===== src/rtl/drca_op_sequencer_if.sv =====
// Operand, DRCA and result signals of the DRCA op sequencer.
// The sequencer takes the slave view; the operand issuer, DRCA and result sink take the master view.
interface drca_op_sequencer_if #(
    parameter int N     = 8,
    parameter int CNT_W = 16
);
    logic             in_valid;
    logic             in_ready;
    logic [N-1:0]     in_a;
    logic [N-1:0]     in_b;
    logic             in_cin;
    logic             drca_en;
    logic [N-1:0]     drca_a;
    logic [N-1:0]     drca_b;
    logic             drca_cin;
    logic [N-1:0]     drca_s;
    logic [N-1:0]     drca_p;
    logic             drca_cout;
    logic             out_valid;
    logic             out_ready;
    logic [N-1:0]     out_sum;
    logic             out_cout;
    logic             out_slow;
    logic [CNT_W-1:0] slow_cnt;

    modport slave (
        input  in_valid, in_a, in_b, in_cin, drca_s, drca_p, drca_cout, out_ready,
        output in_ready, drca_en, drca_a, drca_b, drca_cin,
               out_valid, out_sum, out_cout, out_slow, slow_cnt
    );

    modport master (
        output in_valid, in_a, in_b, in_cin, drca_s, drca_p, drca_cout, out_ready,
        input  in_ready, drca_en, drca_a, drca_b, drca_cin,
               out_valid, out_sum, out_cout, out_slow, slow_cnt
    );
endinterface


===== src/rtl/drca_op_sequencer.sv =====
// Issue/collect controller for the DRCA adder: one operation in flight, capture time
// chosen from the longest propagate run (short runs settle in one cycle, long runs in two).
module drca_op_sequencer #(
    parameter int N      = 8,
    parameter int THRESH = 4,
    parameter int CNT_W  = 16
) (
    input  logic                 clk,
    input  logic                 rst_n,
    drca_op_sequencer_if.slave   bus
);
    typedef enum logic [1:0] {IDLE, EVAL1, EVAL2, DONE} state_t;

    state_t state, state_nxt;
    logic   accept;
    logic   run_slow;
    logic   capture;

    function automatic int longest_run(input logic [N-1:0] p);
        int best;
        int cur;
        best = 0;
        cur  = 0;
        for (int i = 0; i < N; i++) begin
            if (p[i]) begin
                cur = cur + 1;
                if (cur > best) best = cur;
            end else begin
                cur = 0;
            end
        end
        return best;
    endfunction

    function automatic logic [CNT_W-1:0] sat_inc(input logic [CNT_W-1:0] v);
        return (&v) ? v : v + {{(CNT_W-1){1'b0}}, 1'b1};
    endfunction

    // Operands are registered before EVAL1, so P is stable for the whole cycle.
    assign run_slow = (longest_run(bus.drca_p) >= THRESH);
    assign accept   = bus.in_valid & bus.in_ready;
    assign capture  = ((state == EVAL1) && !run_slow) || (state == EVAL2);

    always_ff @(posedge clk or negedge rst_n) begin
        if (!rst_n) state <= IDLE;
        else        state <= state_nxt;
    end

    always_comb begin
        state_nxt     = state;
        bus.in_ready  = 1'b0;
        bus.drca_en   = 1'b0;
        bus.out_valid = 1'b0;
        case (state)
            IDLE: begin
                bus.in_ready = 1'b1;
                if (bus.in_valid) state_nxt = EVAL1;
            end
            EVAL1: begin
                bus.drca_en = 1'b1;
                state_nxt   = run_slow ? EVAL2 : DONE;
            end
            EVAL2: begin
                bus.drca_en = 1'b1;
                state_nxt   = DONE;
            end
            DONE: begin
                bus.out_valid = 1'b1;
                // Releasing the result frees the slot, so a new operand set can enter now.
                bus.in_ready  = bus.out_ready;
                if (bus.out_ready) state_nxt = bus.in_valid ? EVAL1 : IDLE;
            end
            default: state_nxt = IDLE;
        endcase
    end

    always_ff @(posedge clk or negedge rst_n) begin
        if (!rst_n) begin
            bus.drca_a   <= '0;
            bus.drca_b   <= '0;
            bus.drca_cin <= 1'b0;
            bus.out_sum  <= '0;
            bus.out_cout <= 1'b0;
            bus.out_slow <= 1'b0;
            bus.slow_cnt <= '0;
        end else begin
            if (accept) begin
                bus.drca_a   <= bus.in_a;
                bus.drca_b   <= bus.in_b;
                bus.drca_cin <= bus.in_cin;
            end
            if (capture) begin
                bus.out_sum  <= bus.drca_s;
                bus.out_cout <= bus.drca_cout;
                bus.out_slow <= (state == EVAL2);
            end
            if (state == EVAL2) bus.slow_cnt <= sat_inc(bus.slow_cnt);
        end
    end
endmodule


===== src/flat_wrapper.sv =====
// flat-port wrapper written by rule: the top's interface ports become plain ports
module drca_op_sequencer_flat 
#(
    parameter int N      = 8,
    parameter int THRESH = 4,
    parameter int CNT_W  = 16
)
  (clk, rst_n, bus_in_valid, bus_in_a, bus_in_b, bus_in_cin, bus_drca_s, bus_drca_p, bus_drca_cout, bus_out_ready, bus_in_ready, bus_drca_en, bus_drca_a, bus_drca_b, bus_drca_cin, bus_out_valid, bus_out_sum, bus_out_cout, bus_out_slow, bus_slow_cnt);
  drca_op_sequencer_if #(.N(N), .CNT_W(CNT_W)) bus_i ();
  input  logic clk;
  input  logic rst_n;
  input wire logic [$bits(bus_i.in_valid)-1:0] bus_in_valid;
  input wire logic [$bits(bus_i.in_a)-1:0] bus_in_a;
  input wire logic [$bits(bus_i.in_b)-1:0] bus_in_b;
  input wire logic [$bits(bus_i.in_cin)-1:0] bus_in_cin;
  input wire logic [$bits(bus_i.drca_s)-1:0] bus_drca_s;
  input wire logic [$bits(bus_i.drca_p)-1:0] bus_drca_p;
  input wire logic [$bits(bus_i.drca_cout)-1:0] bus_drca_cout;
  input wire logic [$bits(bus_i.out_ready)-1:0] bus_out_ready;
  output wire logic [$bits(bus_i.in_ready)-1:0] bus_in_ready;
  output wire logic [$bits(bus_i.drca_en)-1:0] bus_drca_en;
  output wire logic [$bits(bus_i.drca_a)-1:0] bus_drca_a;
  output wire logic [$bits(bus_i.drca_b)-1:0] bus_drca_b;
  output wire logic [$bits(bus_i.drca_cin)-1:0] bus_drca_cin;
  output wire logic [$bits(bus_i.out_valid)-1:0] bus_out_valid;
  output wire logic [$bits(bus_i.out_sum)-1:0] bus_out_sum;
  output wire logic [$bits(bus_i.out_cout)-1:0] bus_out_cout;
  output wire logic [$bits(bus_i.out_slow)-1:0] bus_out_slow;
  output wire logic [$bits(bus_i.slow_cnt)-1:0] bus_slow_cnt;
  assign bus_i.in_valid = bus_in_valid;
  assign bus_i.in_a = bus_in_a;
  assign bus_i.in_b = bus_in_b;
  assign bus_i.in_cin = bus_in_cin;
  assign bus_i.drca_s = bus_drca_s;
  assign bus_i.drca_p = bus_drca_p;
  assign bus_i.drca_cout = bus_drca_cout;
  assign bus_i.out_ready = bus_out_ready;
  assign bus_in_ready = bus_i.in_ready;
  assign bus_drca_en = bus_i.drca_en;
  assign bus_drca_a = bus_i.drca_a;
  assign bus_drca_b = bus_i.drca_b;
  assign bus_drca_cin = bus_i.drca_cin;
  assign bus_out_valid = bus_i.out_valid;
  assign bus_out_sum = bus_i.out_sum;
  assign bus_out_cout = bus_i.out_cout;
  assign bus_out_slow = bus_i.out_slow;
  assign bus_slow_cnt = bus_i.slow_cnt;
  drca_op_sequencer #(.N(N), .THRESH(THRESH), .CNT_W(CNT_W)) u_core (.clk(clk), .rst_n(rst_n), .bus(bus_i));
endmodule

===== config.mk =====
export PLATFORM = sky130hd
export DESIGN_NAME = drca_op_sequencer_flat
export DESIGN_NICKNAME = d
export VERILOG_FILES = /design/src/rtl/drca_op_sequencer_if.sv /design/src/rtl/drca_op_sequencer.sv /design/src/flat_wrapper.sv
export SDC_FILE = /design/constraint.sdc
export NUM_CORES = 1
export LEC_CHECK = 0
export BUFFER_PORTS_ARGS = -buffer_cell sky130_fd_sc_hd__buf_2
export CORE_MARGIN = 8
export CORE_UTILIZATION = 50
export DETAILED_ROUTE_END_ITERATION = 7
export PLACE_DENSITY_LB_ADDON = 0.15
export SLEW_MARGIN = 5
export SYNTH_ARGS = -nofsm -noshare
export SYNTH_HDL_FRONTEND = slang
export SYNTH_SLANG_ARGS = --single-unit
export TNS_END_PERCENT = 10

===== constraint.sdc =====
create_clock -name clk -period 4.3 [get_ports clk]
set_input_delay 0.43 -clock clk [delete_from_list [all_inputs] [get_ports clk]]
set_output_delay 0.43 -clock clk [all_outputs]
set_load 0.05 [all_outputs]

==> summary.md, run 1 <==
| Metric | Value |
|---|---|
| DP Worst Slack | -2.72 ns |
| First-pass GRT wire length | ~14 mm |
| RSZ-0062 raised after global routing | true |
| EDFF count, synth | 0 |
| Num CTS Buffers | 5 |
| Nets | ~540 |
| Critical path required time | 4.49 ns |
| Setup WS post-layout | -2.11 ns |
| Pleak | roughly 2.3 nW |
| CTS tree | yes |
| Max-cap viol count | 0 |
| CP max stage delay | roughly 0.37 ns |
| FF-to-FF path depth | 8 |
| Floorplan die area | around 9000 um2 |
| Ys flop type | dfrtp_1 |
| Total Routing Usage GR | about a fifth |
| Worst-Skew Late Latency | 0.30 ns |
| Final Skew | ~0.0085 ns |
| Core ar. | approximately 6200 um2 |
| Area of the multi-input gates | 2160 um2 |
| Ys async rst share | 100% |
| Final setup viols | 11 |
| Netlist Area Pre-Place | 3150 um2 |
| Worst-Margin Slew | 0.988 ns |
| Area grow syn2layout | 43.6% |
| Clk slew on worst S/H paths | ~0.09 ns |
| Initial detailed-routing violation count | between 100 and 150 |
| Worst R2R Start | u_core.bus.slow_cnt[6] |
| Routed wire length | between 8 and 9 mm |
| Distinct cells, synth | 50 |
| Detailed-route DRC error count | 0 |
| Vias in the first global route | between 3,000 and 4,000 |
| Layout Cells excl Fill | approximately 550 |
| Mean routed wirelength per cell | 15.4 um |
| Die X | 95.3 um |
| Final Util | between 70% and 80% |
| Sequential fraction of the synthesis area | 35.8% |
| CTS sink count | 45 |
| Yosys reg bits | 45 |
| Setup Crit Path Kind | in2reg |
| I/O pins | 84 |
| Fillers | roughly 460 |
| Root Driver | clkbuf_8 |
| Synth top area share | 35.8% |
| Failing checks | setup timing |
| Die Height | around 95 um |
| Tot Pwr | 2.70 mW |
| Fin crit share | 149% |
| R2R Path End | u_core.bus.slow_cnt[15] |
| Ys Warns | 0 |
| Worst slew margin | 34.1% |
| Fmax achieved | 156 MHz |
| Synth top area cells | dfrtp_1 (36%), ha_1 (12%), mux2_2 (7.2%), mux2_4 (4.8%), nand2_1 (4.4%) |
| Initial antenna violation count | 0 |
| Final Max Tran Viols | 0 |
| Area leader, netlist | dfrtp_1 |
| ANT cells | 0 |
| R2R Setup Slk | roughly 2.2 ns |
| Most frequent cell after synthesis | dfrtp_1 |
| Grt total ovfl | 0 |
| Clock Path Buffers | 2 |
| Status | finished with violations |
| Cells after DPL | 531 |
| PwrDens | between 500 and 600 nW/um2 |
| Synth Instances | roughly 320 |
| Crit path DAT | 6.60 ns |
| Final min period | around 6.4 ns |
| Initial Utilization | 50.7% |
| Setup crit end kind | flip-flop |
| Hold WS | around 0.28 ns |
| Critical Path Start Type | primary input |
| VDD IR max | between 0.6 and 0.7 mV |
| Std-Cell Rows | 29 |
| Worst Hold Class | in2async |
| Avg Inst Size Synth | slightly below 10 um2 |
| Top post-synthesis cells by count | dfrtp_1 (45), nand2_1 (37), ha_1 (29) |
| Routed Antenna Nets | 0 |
| DRT Pass-1 Iters | 4 |
| Largest fanout on the critical path | 5 |
| RePlAce Congestion | 0.909 |
| FF/Latch Area | 1130 um2 |
| Drt via density | 5.27 |
| Post-DP HPWL | approximately 6.5 mm |
| Pin count of the biggest net entering global routing | between 40 and 50 |
| Total vias in the final route | ~2,900 |
| Layout cells sized above 1 | around half |
| Slowest CP cell | mux2i_4 |
| Final Hold Vio Count | 0 |
| H-tree levels | 2 |
| Input/output buffers | 83 |
## critical path: cells and delay by family
| family | cells | cell delay, ns |
|---|---|---|
| multiplexers | 2 | 0.66 |
| AND/OR/NAND/NOR | 10 | 1.14 |
| buffers and inverters | 6 | 0.73 |
| AO/OA/AOI/OAI | 13 | 2.15 |
| adder cells (fa/ha/maj) | 6 | 1.49 |
## stage by stage
step           TNS (ns)  instance area [um2]
5_1_grt          -25.27                 4520
3_3_place_gp     -26.41                 4170
4_1_cts          -22.37                 4480
6_report         -22.32                 4520
2_1_floorplan    -26.82                 3280
3_5_place_dp     -29.31                 4170
## area by class of cell
class | count | share of cell area (%)
clock inverters | 3 | 0.554
inverters | 17 | 1.58
multi-input cells | 257 | 47.9
flip-flops and latches | 45 | 24.9
well taps | 77 | 2.13
clock buffers | 5 | 1.52
repair buffers | 150 | 21.4
## what timing repair did
item | CTS | global route
resized for setup | 25 | 9
endpoints found under the hold margin | 0 | 0
buffers inserted | 12 | 2
gates cloned | 1 | 0
hold buffers | 0 | 0
pin swaps | 32 | 11
endpoints found under the setup margin | 11 | 11
## per-layer routing
metal	part of all wire [%]	track usage (%)	wire (um)	up-vias
li1	-	-	-	1426
met1	42	21.7	3590	1409
met2	50	33.4	4310	66
met3	5.1	5.59	436	18
met4	2.5	7.67	215	0
met5	0	0	0	-
## flip-flops by register name, indices dropped and copies added (netlist names)
signal / count
u_core.bus.drca_a: 8
u_core.bus.drca_b: 8
u_core.bus.drca_cin: 1
u_core.bus.out_cout: 1
u_core.bus.out_slow: 1
u_core.bus.out_sum: 8
u_core.bus.slow_cnt: 16
u_core.state: 2
## worst max-delay path by stage
stage	startpoint	endpoint	slack, ns	depth (start not counted)
2_1_floorplan	bus_drca_p[0]	u_core.bus.out_cout	-2.51	34
3_3_place_gp	bus_drca_p[0]	u_core.bus.out_sum[0]	-2.45	35
3_5_place_dp	bus_drca_p[0]	u_core.bus.out_sum[7]	-2.72	36
4_1_cts	bus_drca_p[0]	u_core.bus.out_sum[5]	-2.10	33
5_1_grt	bus_drca_p[0]	u_core.bus.out_cout	-2.38	38
6_report	bus_drca_p[0]	u_core.bus.out_cout	-2.11	37
## layout by cell type (no fill, tap or decap), drive strengths merged, types with 2 or more instances in the layout
master,n
a21boi,3
nand2b,4
nand3,10
o31ai,2
xor2,8
a31o,2
ha,29
or2,2
o21ai,14
nand4,7
or3b,2
o22ai,3
conb,8
xnor2,15
inv,18
and3,10
and2,6
mux2,30
buf,149
mux2i,7
nor2b,8
nor4,2
nand2,37
clkbuf,6
dfrtp,45
a221o,2
a21o,4
a21oi,15
nor2,13
o31a,2
## power breakdown
group / internal [mW] / switching [mW]
clock: 0.117 / 0.153
sequential: 0.591 / 0.105
combinational: 0.648 / 1.09
total: 1.36 / 1.35
## kinds of logic after synthesis
family                     after synthesis  synth area share, %
and+or+nand+nor                        106                 17.3
AOI/OAI and AO/OA                       53                 11.1
DFF                                     45                 35.8
muxes                                   37                 14.7
adders and majority gates               30                 11.8
xor gates and xnor gates                23                 6.40
buffers and inverters                   22                 2.70
other                                    2                0.239
Note: power is estimated with default switching activity, not from simulation.
==> run 2: changes to the inputs <==
--- a/config.mk
+++ b/config.mk
@@ -5,10 +5,10 @@
 export SDC_FILE = /design/constraint.sdc
 export NUM_CORES = 1
 export LEC_CHECK = 0
-export BUFFER_PORTS_ARGS = -buffer_cell sky130_fd_sc_hd__buf_2
 export CORE_MARGIN = 8
 export CORE_UTILIZATION = 50
 export DETAILED_ROUTE_END_ITERATION = 7
+export DONT_BUFFER_PORTS = 1
 export PLACE_DENSITY_LB_ADDON = 0.15
 export SLEW_MARGIN = 5
 export SYNTH_ARGS = -nofsm -noshare
==> summary.md, run 2 (same netlist as run 1, synthesis figures left out) <==
| Metric | Value |
|---|---|
| Largest Register | u_core.bus.slow_cnt |
| First-pass GRT wire length | 12.8 mm |
| Input/output buffers | 0 |
| Min-delay src | bus_drca_s[3] |
| VDD IR max | 0.676 mV |
| Max-cap viol count | 0 |
| Largest fanout on the critical path | 5 |
| Vias in the first global route | about 2,800 |
| Fillers | a little under 500 |
| CTS tree | yes |
| Final Max Tran Viols | 0 |
| I/O pins | 84 |
| Setup crit end kind | flip-flop |
| Nets | 473 |
| RSZ-0062 raised after global routing | true |
| FF/Latch Area | around 1100 um2 |
| Crit path DAT | about 6.6 ns |
| Setup Crit Path Kind | in2reg |
| Die X | 95.3 um |
| CP startpoint | bus_drca_p[0] |
| Worst-Skew Late Latency | ~0.30 ns |
| Failing checks | setup timing |
| Fmax achieved | around 160 MHz |
| Cells after DPL | roughly 450 |
| Setup WS post-layout | -2.07 ns |
| Most frequent cells in the layout | buf_4 (74), dfrtp_1 (45), nand2_1 (34), ha_1 (24), mux2_2 (20) |
| Commonest non-fill, non-tap cell in the layout | buf_4 |
| Final min period | between 6 and 7 ns |
| Post-DP HPWL | 5.90 mm |
| Final Skew | 0.00701 ns |
| Die Height | 95.3 um |
| Status | finished with violations |
| Initial Utilization | 50.7% |
| Clock Path Buffers | 2 |
| Core ar. | 6200 um2 |
| Total Routing Usage GR | between 10% and 20% |
| Num CTS Buffers | 5 |
| Final setup viols | 11 |
| DRT Pass-1 Iters | 4 |
| Std-Cell Rows | 29 |
| Critical Path Start Type | primary input |
| Hold WS | 0.270 ns |
| Critical path required time | around 4.5 ns |
| Area grow syn2layout | 32.0% |
| Root Driver | clkbuf_8 |
| Layout Cells excl Fill | 484 |
| Clk slew on worst S/H paths | around 0.09 ns |
| H-tree levels | 2 |
| Routed wire length | between 7 and 8 mm |
| ANT cells | 0 |
| Slowest CP cell | or4_4 |
| CP max stage delay | ~0.52 ns |
| Initial antenna violation count | 0 |
| Worst slew margin | 54.0% |
| Pleak | roughly 2.0 nW |
| Worst R2R Start | u_core.state[0] |
| CTS sink count | 45 |
| Worst Hold Class | in2reg |
| Drt via density | ~5.4 |
| Area of the multi-input gates | between 2000 and 2500 um2 |
| Pin count of the biggest net entering global routing | 46 |
| RePlAce Congestion | around 0.83 |
| Final Hold Vio Count | 0 |
| Grt total ovfl | 0 |
| Floorplan die area | roughly 9100 um2 |
| Routed Antenna Nets | 0 |
| Largest register FFs | 16 |
| Fin crit share | 148% |
| Initial detailed-routing violation count | 87 |
| Worst-Margin Slew | roughly 0.7 ns |
| PwrDens | ~620 nW/um2 |
| Total vias in the final route | approximately 2,600 |
| Mean routed wirelength per cell | 16.0 um |
| Detailed-route DRC error count | 0 |
| Layout cells sized above 1 | a little under two fifths |
## run 2: changes by cell type in the layout (fill, tap and decap cells not counted), moves of 2 or more
cell     delta
buf_16      +2
ha_1        +3
nand2_2     -2
ha_4        -2
buf_2      -81
buf_4      +10
## run 2: layout make-up
class / count / share of cell area, %
clock buffers: 5 / 1.66
clock inverters: 3 / 0.603
inverters: 17 / 1.72
multi-input cells: 257 / 50.6
flip-flops and latches: 45 / 27.1
well taps: 77 / 2.32
repair buffers: 80 / 16.0
## run 2: worst paths after layout
| path | endpoint | slack [ns] | depth (start not counted) |
|---|---|---|---|
| max in group asynchronous | u_core.bus.slow_cnt[12] | 3.47 | 2 |
| min in group asynchronous | u_core.bus.out_sum[5] | 0.62 | 2 |
| worst max register to register | u_core.bus.drca_b[1] | 1.76 | 6 |
| worst min register to register | u_core.state[1] | 0.57 | 1 |
| worst min-delay path | u_core.bus.out_sum[3] | 0.27 | 1 |
| worst max-delay path | u_core.bus.out_sum[5] | -2.07 | 35 |
## run 2: report_power, final
group	switching, mW	internal (mW)	leakage [nW]	total [mW]
clock	0.156	0.117	0.0447	0.273
sequential	0.694	0.581	0.558	1.27
combinational	0.447	0.569	1.38	1.02
total	1.30	1.27	1.98	2.56
## run 2: layer usage
metal	global-route usage (%)	vias up	share of wire, %
li1	-	1289	-
met1	19.8	1244	41
met2	30.0	61	50
met3	6.06	13	7.3
met4	5.98	0	1.6
met5	0	-	0
## run 2: metrics by stage
stage | setup slack [ns] | power (mW) | utilization (%) | area, um2 | setup TNS [ns]
floorplan | -2.51 | 1.91 | - | 3280 | -26.82
global placement | -2.37 | 2.13 | 60.5 | 3750 | -25.52
detailed placement | -2.44 | 2.15 | 60.5 | 3750 | -26.16
CTS | -1.99 | 2.57 | 66.5 | 4130 | -21.38
global route | -2.43 | 2.70 | 66.9 | 4150 | -26.22
finish | -2.07 | 2.56 | 66.9 | 4150 | -22.26
## run 2: timing repair
action,CTS,global route
resized for setup,15,4
buffers inserted,23,2
pin swaps,26,9
gates cloned,1,0
endpoints found under the hold margin,45,0
setup endpoints to repair,11,11
hold buffers,2,0
## run 2: critical path, delay by kind of cell
family                     cells  cell delay (ns)
AOI/OAI and AO/OA             12             1.89
and+or+nand+nor               11             1.71
adders and majority gates      6             1.59
muxes                          2             0.60
buffers and inverters          4             0.31
